===== src/rtl/cdma_despreader.sv =====
// Chip integrator / majority slicer with lock tracking and MSB-first byte assembly.
// Define SOFT_OUT_EN to add the soft_o port carrying the per-symbol ones count.
module cdma_despreader #(
  parameter int CHIPS     = 31,
  parameter int STRONG_TH = 26,
  parameter int LOCK_N    = 4,
  parameter int UNLOCK_N  = 2
) (
  input  logic       clk_i,
  input  logic       rst_i,
  input  logic       en_i,
  input  logic       chip_i,
  input  logic       sync_i,
  output logic       bit_o,
  output logic       bit_valid_o,
  output logic [7:0] byte_o,
  output logic       byte_valid_o,
  output logic       lock_o
`ifdef SOFT_OUT_EN
  ,
  output logic [$clog2(CHIPS+1)-1:0] soft_o
`endif
);

  localparam int CW = $clog2(CHIPS + 1);
  localparam int RW = $clog2(LOCK_N + 1);
  localparam int UW = $clog2(UNLOCK_N + 1);

  typedef enum logic [0:0] {SEARCH = 1'b0, LOCKED = 1'b1} state_t;

  state_t          r_state;
  logic [CW-1:0]   r_chip_cnt;
  logic [CW-1:0]   r_ones;
  logic [RW-1:0]   r_run;
  logic [UW-1:0]   r_weak_run;
  logic [2:0]      r_bit_cnt;
  logic [6:0]      r_shift;
  logic            r_bit;
  logic            r_bit_valid;
  logic [7:0]      r_byte;
  logic            r_byte_valid;
  logic            r_lock;
`ifdef SOFT_OUT_EN
  logic [CW-1:0]   r_soft;
`endif

  logic [CW-1:0]   w_ones_final;
  logic            w_last_chip;
  logic            w_bit;
  logic            w_strong;

  // The current chip is folded in so the decision covers the full symbol.
  assign w_ones_final = r_ones + CW'(chip_i);
  assign w_last_chip  = (r_chip_cnt == CW'(CHIPS - 1));
  assign w_bit        = (w_ones_final > CW'(CHIPS / 2));
  assign w_strong     = (w_ones_final >= CW'(STRONG_TH)) ||
                        (w_ones_final <= CW'(CHIPS - STRONG_TH));

  always_ff @(posedge clk_i or posedge rst_i) begin
    if (rst_i) begin
      r_state      <= SEARCH;
      r_chip_cnt   <= '0;
      r_ones       <= '0;
      r_run        <= '0;
      r_weak_run   <= '0;
      r_bit_cnt    <= '0;
      r_shift      <= '0;
      r_bit        <= 1'b0;
      r_bit_valid  <= 1'b0;
      r_byte       <= '0;
      r_byte_valid <= 1'b0;
      r_lock       <= 1'b0;
`ifdef SOFT_OUT_EN
      r_soft       <= '0;
`endif
    end else begin
      r_bit_valid  <= 1'b0;
      r_byte_valid <= 1'b0;
      if (sync_i) begin
        // Realignment aborts the partial symbol; a coincident chip starts the new one.
        r_ones     <= en_i ? CW'(chip_i) : '0;
        r_chip_cnt <= en_i ? CW'(1) : '0;
      end else if (en_i) begin
        if (w_last_chip) begin
          r_chip_cnt  <= '0;
          r_ones      <= '0;
          r_bit       <= w_bit;
          r_bit_valid <= 1'b1;
`ifdef SOFT_OUT_EN
          r_soft      <= w_ones_final;
`endif
          if (r_state == SEARCH) begin
            if (w_strong) begin
              if (r_run == RW'(LOCK_N - 1)) begin
                r_state    <= LOCKED;
                r_lock     <= 1'b1;
                r_run      <= '0;
                r_weak_run <= '0;
                r_bit_cnt  <= '0;
              end else begin
                r_run <= r_run + 1'b1;
              end
            end else begin
              r_run <= '0;
            end
          end else begin
            if (!w_strong && (r_weak_run == UW'(UNLOCK_N - 1))) begin
              // Losing lock drops the partial byte, including this symbol.
              r_state    <= SEARCH;
              r_lock     <= 1'b0;
              r_run      <= '0;
              r_weak_run <= '0;
              r_bit_cnt  <= '0;
            end else begin
              r_weak_run <= w_strong ? '0 : r_weak_run + 1'b1;
              r_shift    <= {r_shift[5:0], w_bit};
              r_bit_cnt  <= r_bit_cnt + 1'b1;
              if (r_bit_cnt == 3'd7) begin
                r_byte       <= {r_shift, w_bit};
                r_byte_valid <= 1'b1;
              end
            end
          end
        end else begin
          r_chip_cnt <= r_chip_cnt + 1'b1;
          r_ones     <= w_ones_final;
        end
      end
    end
  end

  assign bit_o        = r_bit;
  assign bit_valid_o  = r_bit_valid;
  assign byte_o       = r_byte;
  assign byte_valid_o = r_byte_valid;
  assign lock_o       = r_lock;
`ifdef SOFT_OUT_EN
  assign soft_o       = r_soft;
`endif

endmodule


===== config.mk =====
export PLATFORM = sky130hd
export DESIGN_NAME = cdma_despreader
export DESIGN_NICKNAME = d
export VERILOG_FILES = /design/src/rtl/cdma_despreader.sv
export SDC_FILE = /design/constraint.sdc
export NUM_CORES = 1
export LEC_CHECK = 0
export BUFFER_PORTS_ARGS = -buffer_cell sky130_fd_sc_hd__buf_4
export CORE_AREA = 10 10 76 78
export DETAILED_ROUTE_END_ITERATION = 10
export DIE_AREA = 0 0 86 88
export GPL_TIMING_DRIVEN = 0
export PLACE_DENSITY_LB_ADDON = 0.12
export SLEW_MARGIN = 20
export SYNTH_ARGS = -nofsm -noshare
export SYNTH_HDL_FRONTEND = slang
export SYNTH_SLANG_ARGS = --single-unit
export TNS_END_PERCENT = 1

===== constraint.sdc =====
create_clock -name clk_i -period 2.3 [get_ports clk_i]
set_input_delay 0.23 -clock clk_i [delete_from_list [all_inputs] [get_ports clk_i]]
set_output_delay 0.23 -clock clk_i [all_outputs]
set_load 0.005 [all_outputs]

Word level (Yosys, flattened, before mapping) --
Cells that the tools add are included.
Word-level totals: bits in registers 38, word-level logic and storage cells 77
Cells by class: add/subtract/negate cells 5, magnitude comparators 3, equal/unequal tests 5, muxes and demuxes 38, bitwise logic cells 2, reduce and logical (&&, ||, !) cells 12
Operator list (number):
- two-way mux 5 bit | 6
- two-way mux 3 bit | 8
- two-way mux 1 bit | 19
- AND reduction 6 bit | 2
- two-way mux 2 bit | 5
- AND reduction 5 bit | 2
- adder 3 x 1 -> 3 bit, second input constant | 2
- nonzero test 2 bit | 3
- adder 5 x 1 -> 5 bit | 1
- adder 5 x 1 -> 5 bit, second input constant | 1
- == test 5 bit, second input constant | 1
- >= comparator 5 bit, second input constant | 1
- greater-than comparator 5 x 4 -> 1 bit, second input constant | 1
- less-or-equal comparator 5 x 3 -> 1 bit, second input constant | 1
- AND reduction 4 bit | 1
- == test 3 x 2 -> 1 bit, second input constant | 1
- == test 3 bit, second input constant | 1
- AND reduction 3 bit | 1
- adder 2 x 1 -> 2 bit, second input constant | 1
- == test 2 x 1 -> 1 bit, second input constant | 1
- != test 2 x 1 -> 1 bit, second input constant | 1
- NOT 1 bit | 2
- logical AND 1 bit | 1
- logical NOT 1 bit | 1
- logical OR 1 bit | 1

Longest topological paths before layout --
Gate-level depths: netlist of the first run.
word-level depth 10, depth in mapped cells 8, depth with buffers taken out 8

Worst setup path before layout of the first run --
No wires, ideal clock.
path type flip-flop to flip-flop, from reg r_ones[0], to reg r_byte[0] (netlist: byte_o[0]), library setup time 0.125 ns, arrival 2.176 ns, path slack -0.001 ns, stages on the path, launching flop included 8, cell sequence dfrtp_1 > ha_1 > ha_1 > mux2_4 > and3_4 > o311ai_4 > nand4_4 > mux2_2
On the way: cells in the longest elaborated chain, start to end 7
Ends and longest elaborated chain:
- from (decl) | line 33 | logic [CW-1:0] r_ones;
- from (signal assigned) | line 81 | r_ones <= en_i ? CW'(chip_i) : '0;
- from (signal assigned) | line 126 | r_ones <= w_ones_final;
- adder 5 x 1 -> 5 bit * | line 53 | assign w_ones_final = r_ones + CW'(chip_i);
- >= comparator 5 bit or less-or-equal comparator 5 x 3 -> 1 bit (tied branches) | line 56, 57
- logical OR 1 bit | line 56 | assign w_strong = (w_ones_final >= CW'(STRONG_TH)) ||
- logical NOT 1 bit | line 107 | if (!w_strong && (r_weak_run == UW'(UNLOCK_N - 1))) begin
- logical AND 1 bit | line 107
- NOT 1 bit (no line)
- AND reduction 6 bit (no line)
- to (signal assigned) | line 119 | r_byte <= {r_shift, w_bit};
- to (decl) | line 40 | logic [7:0] r_byte;
Mark *: on every way between the ends. The rest lies on a longest branch, timed or not. A chain may end at the register's enable or synchronous reset.

Worst setup path after layout of the first run --
from reg r_ones[0], to reg r_byte[3] (netlist: byte_o[3])
On the way: cells in the longest elaborated chain, start to end 7
Ends and longest elaborated chain (line):
- adder 5 x 1 -> 5 bit * | 53
- >= comparator 5 bit or less-or-equal comparator 5 x 3 -> 1 bit (tied branches) | 56, 57
- logical OR 1 bit * | 56
- logical NOT 1 bit * | 107
- logical AND 1 bit * | 107
- NOT 1 bit (no line) *
- AND reduction 6 bit (no line) *
Marked as above.

==> summary.md, run 1 <==
| Metric | Value |
|---|---|
| Largest cells by area after synthesis | `dfrtp_1 50%, mux2_2 8.9%, ha_1 5.3%` |
| DRC | `0` |
| Area Growth Syn to Fin | `16.4%` |
| Hold buffers post-CTS | `0` |
| Worst Max-Slew Pin Slew | `0.799 ns` |
| Max VDD drop | `0.291 mV` |
| Die Area | `7570 um^2` |
| Final nets | `between 200 and 250` |
| Post-route non-filler standard cell count | `245` |
| Worst skew pair latency | `0.30 ns` |
| Worst setup margin | `-0.0206 ns` |
| Distinct cell type count after synthesis | `44` |
| Via count | `1376` |
| Sequential fraction of the synthesis area | `0.503` |
| Final Hold Fails | `0` |
| CTS tree | `done` |
| Synth Area per Inst | `11.3 um^2` |
| Port bufs | `16` |
| WL per Instance | `15.2 um` |
| IO Count | `17` |
| GR Util All Layers | `0.105` |
| Synth Register Bits | `38` |
| Setup crit end kind | `register` |
| CTS Root Cell | `clkbuf_8` |
| Die W | `86 um` |
| Placed Instances | `236` |
| Failing checks | `setup timing` |
| Final Cycle Share | `1.01` |
| Largest net degree at the start of global routing | `39` |
| Final setup violating endpoints | `8` |
| CTS Buffer Depth | `2` |
| Clk sink count | `38` |
| Core area | `4290 um^2` |
| Rel. slew slack | `0.466` |
| Worst path max stage delay | `~0.4 ns` |
| Drt first pass iters | `4` |
| H-tree levels | `2` |
| Setup Skew | `roughly 0.0032 ns` |
| FP Rows | `24` |
| DP HPWL | `approximately 2700 um` |
| Worst Hold Class | `primary input to asynchronous set/reset pin` |
| Critical path data required time | `2.49 ns` |
| CP startpoint kind | `register` |
| Critical-path cell list | `ha_2 > ha_4 > mux2_4 > and3_4 > o311ai_4 > nand4_4 > mux2_2` |
| Vias in the first global route | `1366` |
| Initial antenna violation count | `0` |
| Share of cells above drive strength 1 | `0.285` |
| MaxCap Viol Count | `0` |
| Yosys top cell area share | `0.503` |
| Most numerous cell in the Yosys netlist | `dfrtp_1` |
| Yosys warning count | `0` |
| Hold slack | `0.0881 ns` |
| Initial Utilization | `0.440` |
| Placer Congestion | `just over 0.8` |
| Die Y | `88 um` |
| First-pass GRT wire length | `about 6300 um` |
| Post-synthesis cell area | `1890 um^2` |
| Fmax achieved | `roughly 430 MHz` |
| Status | `finished with violations` |
| WL final | `3720 um` |
| Pwr/cell area | `around 560 nW/um^2` |
| Final Slew Violations | `0` |
| Yosys top cell by area | `dfrtp_1` |
| Ys async rst share | `1.00` |
| Worst-path clk slew | `0.08 ns` |
| Post-Syn Instances | `168` |
| RSZ-0062 raised after global routing | `true` |
| Leak Pwr | `~1.0 nW` |
| Synth cell count leaders | `38 x dfrtp_1, 19 x nand2_1, 15 x mux2_2, 14 x o21ai_0, 11 x inv_1` |
| Worst EP arrival | `2.51 ns` |
| Slowest-stage cell, CP | `dfrtp_1` |
| Worst-path maximum fanout | `8` |
| Routed vias/inst | `roughly 5.6` |
| Total gr overflow | `0` |
| Post-route ant nets | `0` |
| Initial DRC Count | `58` |
| Worst path buffer plus inverter count | `0` |
| # diodes | `0` |
| Post-synth net total | `181` |
| CP top delay family | `multiplexers` |
| Primary FF master, synth | `dfrtp_1` |
| Minimum clock period | `between 2 and 2.5 ns` |
| CTS Buf Count | `5` |
| Number of synthesized flops with an enable pin | `0` |
| Crit path kind | `register to register` |
kinds of logic (layout without fill, tap and decap cells):
family,count (synthesis),count (layout),share of synthesized area
AOI/OAI and AO/OA,41,41,0.157
xor gates and xnor gates,3,3,0.0139
adders and majority gates,8,8,0.0529
buffers and inverters,13,38,0.0304
DFF,38,38,0.503
muxes,17,17,0.103
and+or+nand+nor,48,48,0.140
layer usage:
| metal | vias up | track usage | routed length [um] |
|---|---|---|---|
| li1 | 665 | - | - |
| met1 | 682 | 0.120 | 1730 |
| met2 | 23 | 0.172 | 1740 |
| met3 | 6 | 0.0418 | 196 |
| met4 | 0 | 0.0404 | 56 |
| met5 | - | 0 | 0 |
where the power goes:
part	switching [mW]	internal, mW	leakage (nW)
clock	0.250	0.241	0.0472
combinational	0.0371	0.0240	0.481
sequential	0.00761	0.674	0.516
registers in the layout, indices dropped and copies added (netlist names), 2 cells and up:
| name | count |
|---|---|
| byte_o | 8 |
| r_shift | 7 |
| r_chip_cnt | 5 |
| r_ones | 5 |
| r_bit_cnt | 3 |
| r_run | 3 |
| r_weak_run | 2 |
repair_timing:
action / in CTS / in global routing
buffers inserted: 1 / 0
resized for setup: 2 / 1
pin swaps: 2 / 2
setup endpoints to repair: 20 / 18
cell type report:
| cell class | instances | area (um^2) |
|---|---|---|
| Buffer | 2 | 16.3 |
| Sequential cell | 38 | 951 |
| Timing Repair Buffer | 17 | 128 |
| Fill cell | 389 | 2090 |
| Clock inverter | 2 | 12.5 |
| Clock buffer | 6 | 82.6 |
| Multi-Input combinational cell | 117 | 905 |
| Inverter | 11 | 41.3 |
| Tap cell | 52 | 65.1 |
stage by stage:
| step | TNS (ns) | util | setup WS [ns] | cell area, um^2 | power (mW) |
|---|---|---|---|---|---|
| 5_1_grt | -1.32 | 0.513 | -0.110 | 2200 | 1.29 |
| 6_report | -0.120 | 0.513 | -0.0206 | 2200 | 1.23 |
| 4_1_cts | -0.182 | 0.512 | -0.0332 | 2200 | 1.25 |
| 3_3_place_gp | -1.32 | 0.486 | -0.0906 | 2090 | 0.752 |
| 2_1_floorplan | 0 | - | 0.0420 | 1900 | 0.736 |
| 3_5_place_dp | -2.15 | 0.486 | -0.146 | 2090 | 0.757 |
layout by cell type (no fill, tap or decap), types with 2 or more instances in the layout:
master	instances
xnor2_1	2
nand3_1	4
nor2_1	7
buf_4	17
mux2_2	15
and3_1	2
a22o_1	2
o22ai_1	4
nor2b_1	2
nand2b_1	3
o31ai_1	3
nor4_1	2
dfrtp_1	38
clkbuf_8	6
inv_1	10
ha_1	6
o211ai_1	2
o21ai_0	14
nand2_1	19
a21oi_1	3
worst reg2reg max path: cells and delay by family, from the launching register on:
family                   cells  cell delay (ns)
flip-flops                   1             0.40
AND/OR/NAND/NOR              2             0.43
multiplexers                 2             0.60
AO/OA/AOI/OAI                1             0.34
adder cells (fa/ha/maj)      2             0.43
path summary, 6_finish.rpt:
kind / slack, ns / to / from / cells past startpoint
setup / recovery: -0.02 / byte_o[3]$_DFFE_PP0P_ / r_ones[0]$_DFFE_PP0P_ / 7
hold reg to reg: 0.49 / r_run[2]$_DFFE_PP0P_ / r_run[2]$_DFFE_PP0P_ / 1
min in group clk_i: 0.19 / r_ones[0]$_DFFE_PP0P_ / en_i / 2
max in group asynchronous: 1.71 / r_run[0]$_DFFE_PP0P_ / rst_i / 2
hold / removal: 0.09 / r_bit_cnt[2]$_DFFE_PP0P_ / rst_i / 2
setup reg to reg: -0.02 / byte_o[3]$_DFFE_PP0P_ / r_ones[0]$_DFFE_PP0P_ / 7
(Power assumes the default switching activity.)
==> inputs of run 2 (changes only) <==
--- a/config.mk
+++ b/config.mk
@@ -11,6 +11,7 @@
 export DIE_AREA = 0 0 86 88
 export GPL_TIMING_DRIVEN = 0
 export PLACE_DENSITY_LB_ADDON = 0.12
+export REMOVE_ABC_BUFFERS = 1
 export SLEW_MARGIN = 20
 export SYNTH_ARGS = -nofsm -noshare
 export SYNTH_HDL_FRONTEND = slang
==> run 2 against run 1 <==
Against the previous run:
- the run still ends with setup timing left
- power grew 16%
- setup slack got worse by 0.049 ns
- first-iteration DRC count fell by 5.2%
- worst hold slack better by 0.0016 ns
- critical endpoint is now byte_o[4]$_DFFE_PP0P_
- highest routed layer unchanged
==> summary.md, run 2 (synthesized netlist as in run 1, its figures left out) <==
| Metric | Value |
|---|---|
| CTS Buf Count | `5` |
| Placed Instances | `234` |
| Final Hold Fails | `0` |
| Max reg flops | `8` |
| Die W | `86 um` |
| Pwr/cell area | `about 630 nW/um^2` |
| Worst Hold Class | `primary input to asynchronous set/reset pin` |
| Setup TNS Final | `-0.375 ns` |
| Total gr overflow | `0` |
| Initial antenna violation count | `0` |
| Die Y | `roughly 88 um` |
| Hold slack | `0.0897 ns` |
| Worst setup margin | `-0.0694 ns` |
| Worst skew pair latency | `0.29 ns` |
| Via count | `between 1000 and 1500` |
| Final Slew Violations | `0` |
| Leak Pwr | `1.07 nW` |
| DRC | `0` |
| First-pass GRT wire length | `6620 um` |
| Worst Max-Slew Pin Slew | `0.790 ns` |
| CTS Root Cell | `clkbuf_8` |
| CP startpoint kind | `register` |
| Rel. slew slack | `0.473` |
| Final Util | `0.528` |
| Critical path data required time | `2.48 ns` |
| H-tree levels | `2` |
| RSZ-0062 raised after global routing | `true` |
| Routed vias/inst | `5.48` |
| Core area | `4290 um^2` |
| Minimum clock period | `2.37 ns` |
| Setup Skew | `around 0.0063 ns` |
| GR Util All Layers | `0.105` |
| Status | `finished with violations` |
| Most frequent cells in the layout | `38 x dfrtp_1, 19 x nand2_1, 19 x buf_4, 14 x o21ai_0, 13 x mux2_2` |
| CTS Buffer Depth | `2` |
| Initial DRC Count | `55` |
| Placer Congestion | `0.777` |
| Commonest non-fill, non-tap cell in the layout | `dfrtp_1` |
| Vias in the first global route | `1410` |
| Crit path kind | `register to register` |
| Setup crit end kind | `register` |
| Die Area | `7570 um^2` |
| Worst EP arrival | `between 2 and 3 ns` |
| Worst-path clk slew | `approximately 0.080 ns` |
| Final Cycle Share | `1.03` |
| Post-route non-filler standard cell count | `245` |
| Largest net degree at the start of global routing | `39` |
| WL per Instance | `15.2 um` |
| Share of cells above drive strength 1 | `0.285` |
| Worst-path maximum fanout | `8` |
| Failing checks | `setup timing` |
| Port bufs | `16` |
| IO Count | `17` |
| Post-route ant nets | `0` |
| Area Growth Syn to Fin | `19.9%` |
| Initial Utilization | `0.440` |
| CTS tree | `done` |
| DP HPWL | `2580 um` |
| Final nets | `about 210` |
| WL final | `3720 um` |
| Fmax achieved | `~420 MHz` |
| Final setup violating endpoints | `9` |
| # diodes | `0` |
| Max VDD drop | `roughly 0.33 mV` |
| FP Rows | `24` |
| MaxCap Viol Count | `0` |
| Drt first pass iters | `4` |
| Hold buffers post-CTS | `0` |
| Clk sink count | `38` |
run 2: final cells by class:
type,count,area (um^2)
Clock buffer,5,68.8
Clock inverter,3,68.8
Fill cell,394,2030
Inverter,11,41.3
Multi-Input combinational cell,117,928
Sequential cell,38,951
Tap cell,52,65.1
Timing Repair Buffer,19,143
run 2: worst paths after layout:
path | startpoint | endpoint | slack, ns | cells after the start
worst max-delay path | r_ones[0]$_DFFE_PP0P_ | byte_o[4]$_DFFE_PP0P_ | -0.07 | 7
worst min-delay path | rst_i | r_bit_cnt[1]$_DFFE_PP0P_ | 0.09 | 2
worst max register to register | r_ones[0]$_DFFE_PP0P_ | byte_o[4]$_DFFE_PP0P_ | -0.07 | 7
worst min register to register | r_run[2]$_DFFE_PP0P_ | r_run[2]$_DFFE_PP0P_ | 0.49 | 1
max in group asynchronous | rst_i | r_ones[4]$_DFFE_PP0P_ | 1.71 | 2
min in group clk_i | en_i | r_chip_cnt[0]$_DFFE_PP0P_ | 0.21 | 3
run 2: layer usage:
metal / track usage / wire (um) / vias up
met2: 0.168 / 1720 / 22
met4: 0.0404 / 56 / 0
met1: 0.130 / 1770 / 655
li1: - / - / 658
met3: 0.0316 / 167 / 7
met5: 0 / 0 / -
run 2: critical path: stages, from the launching register on:
cell,delay (ns)
dfrtp_1,0.42
ha_4,0.18
ha_4,0.23
mux2_4,0.26
and3_4,0.19
o311ai_4,0.36
nand4_4,0.27
mux2_4,0.36
run 2: per-stage QoR:
stage	power, mW	instance area (um^2)	setup WS, ns
2_1_floorplan	0.732	1870	-0.000738
3_3_place_gp	0.749	2060	-0.165
3_5_place_dp	0.753	2060	-0.253
4_1_cts	1.45	2260	-0.125
5_1_grt	1.49	2270	-0.149
6_report	1.43	2270	-0.0694
run 2: where the power goes:
group | internal, mW | leakage, nW | total (mW) | switching, mW
clock network | 0.435 | 0.0683 | 0.682 | 0.247
logic | 0.0277 | 0.487 | 0.0656 | 0.0379
registers | 0.674 | 0.516 | 0.683 | 0.00853
run 2: timing repair:
action,4_1_cts,5_1_grt
setup endpoints to repair,21,20
buffers inserted,3,0
pin swaps,3,2
gates cloned,0,0
resized for setup,6,2
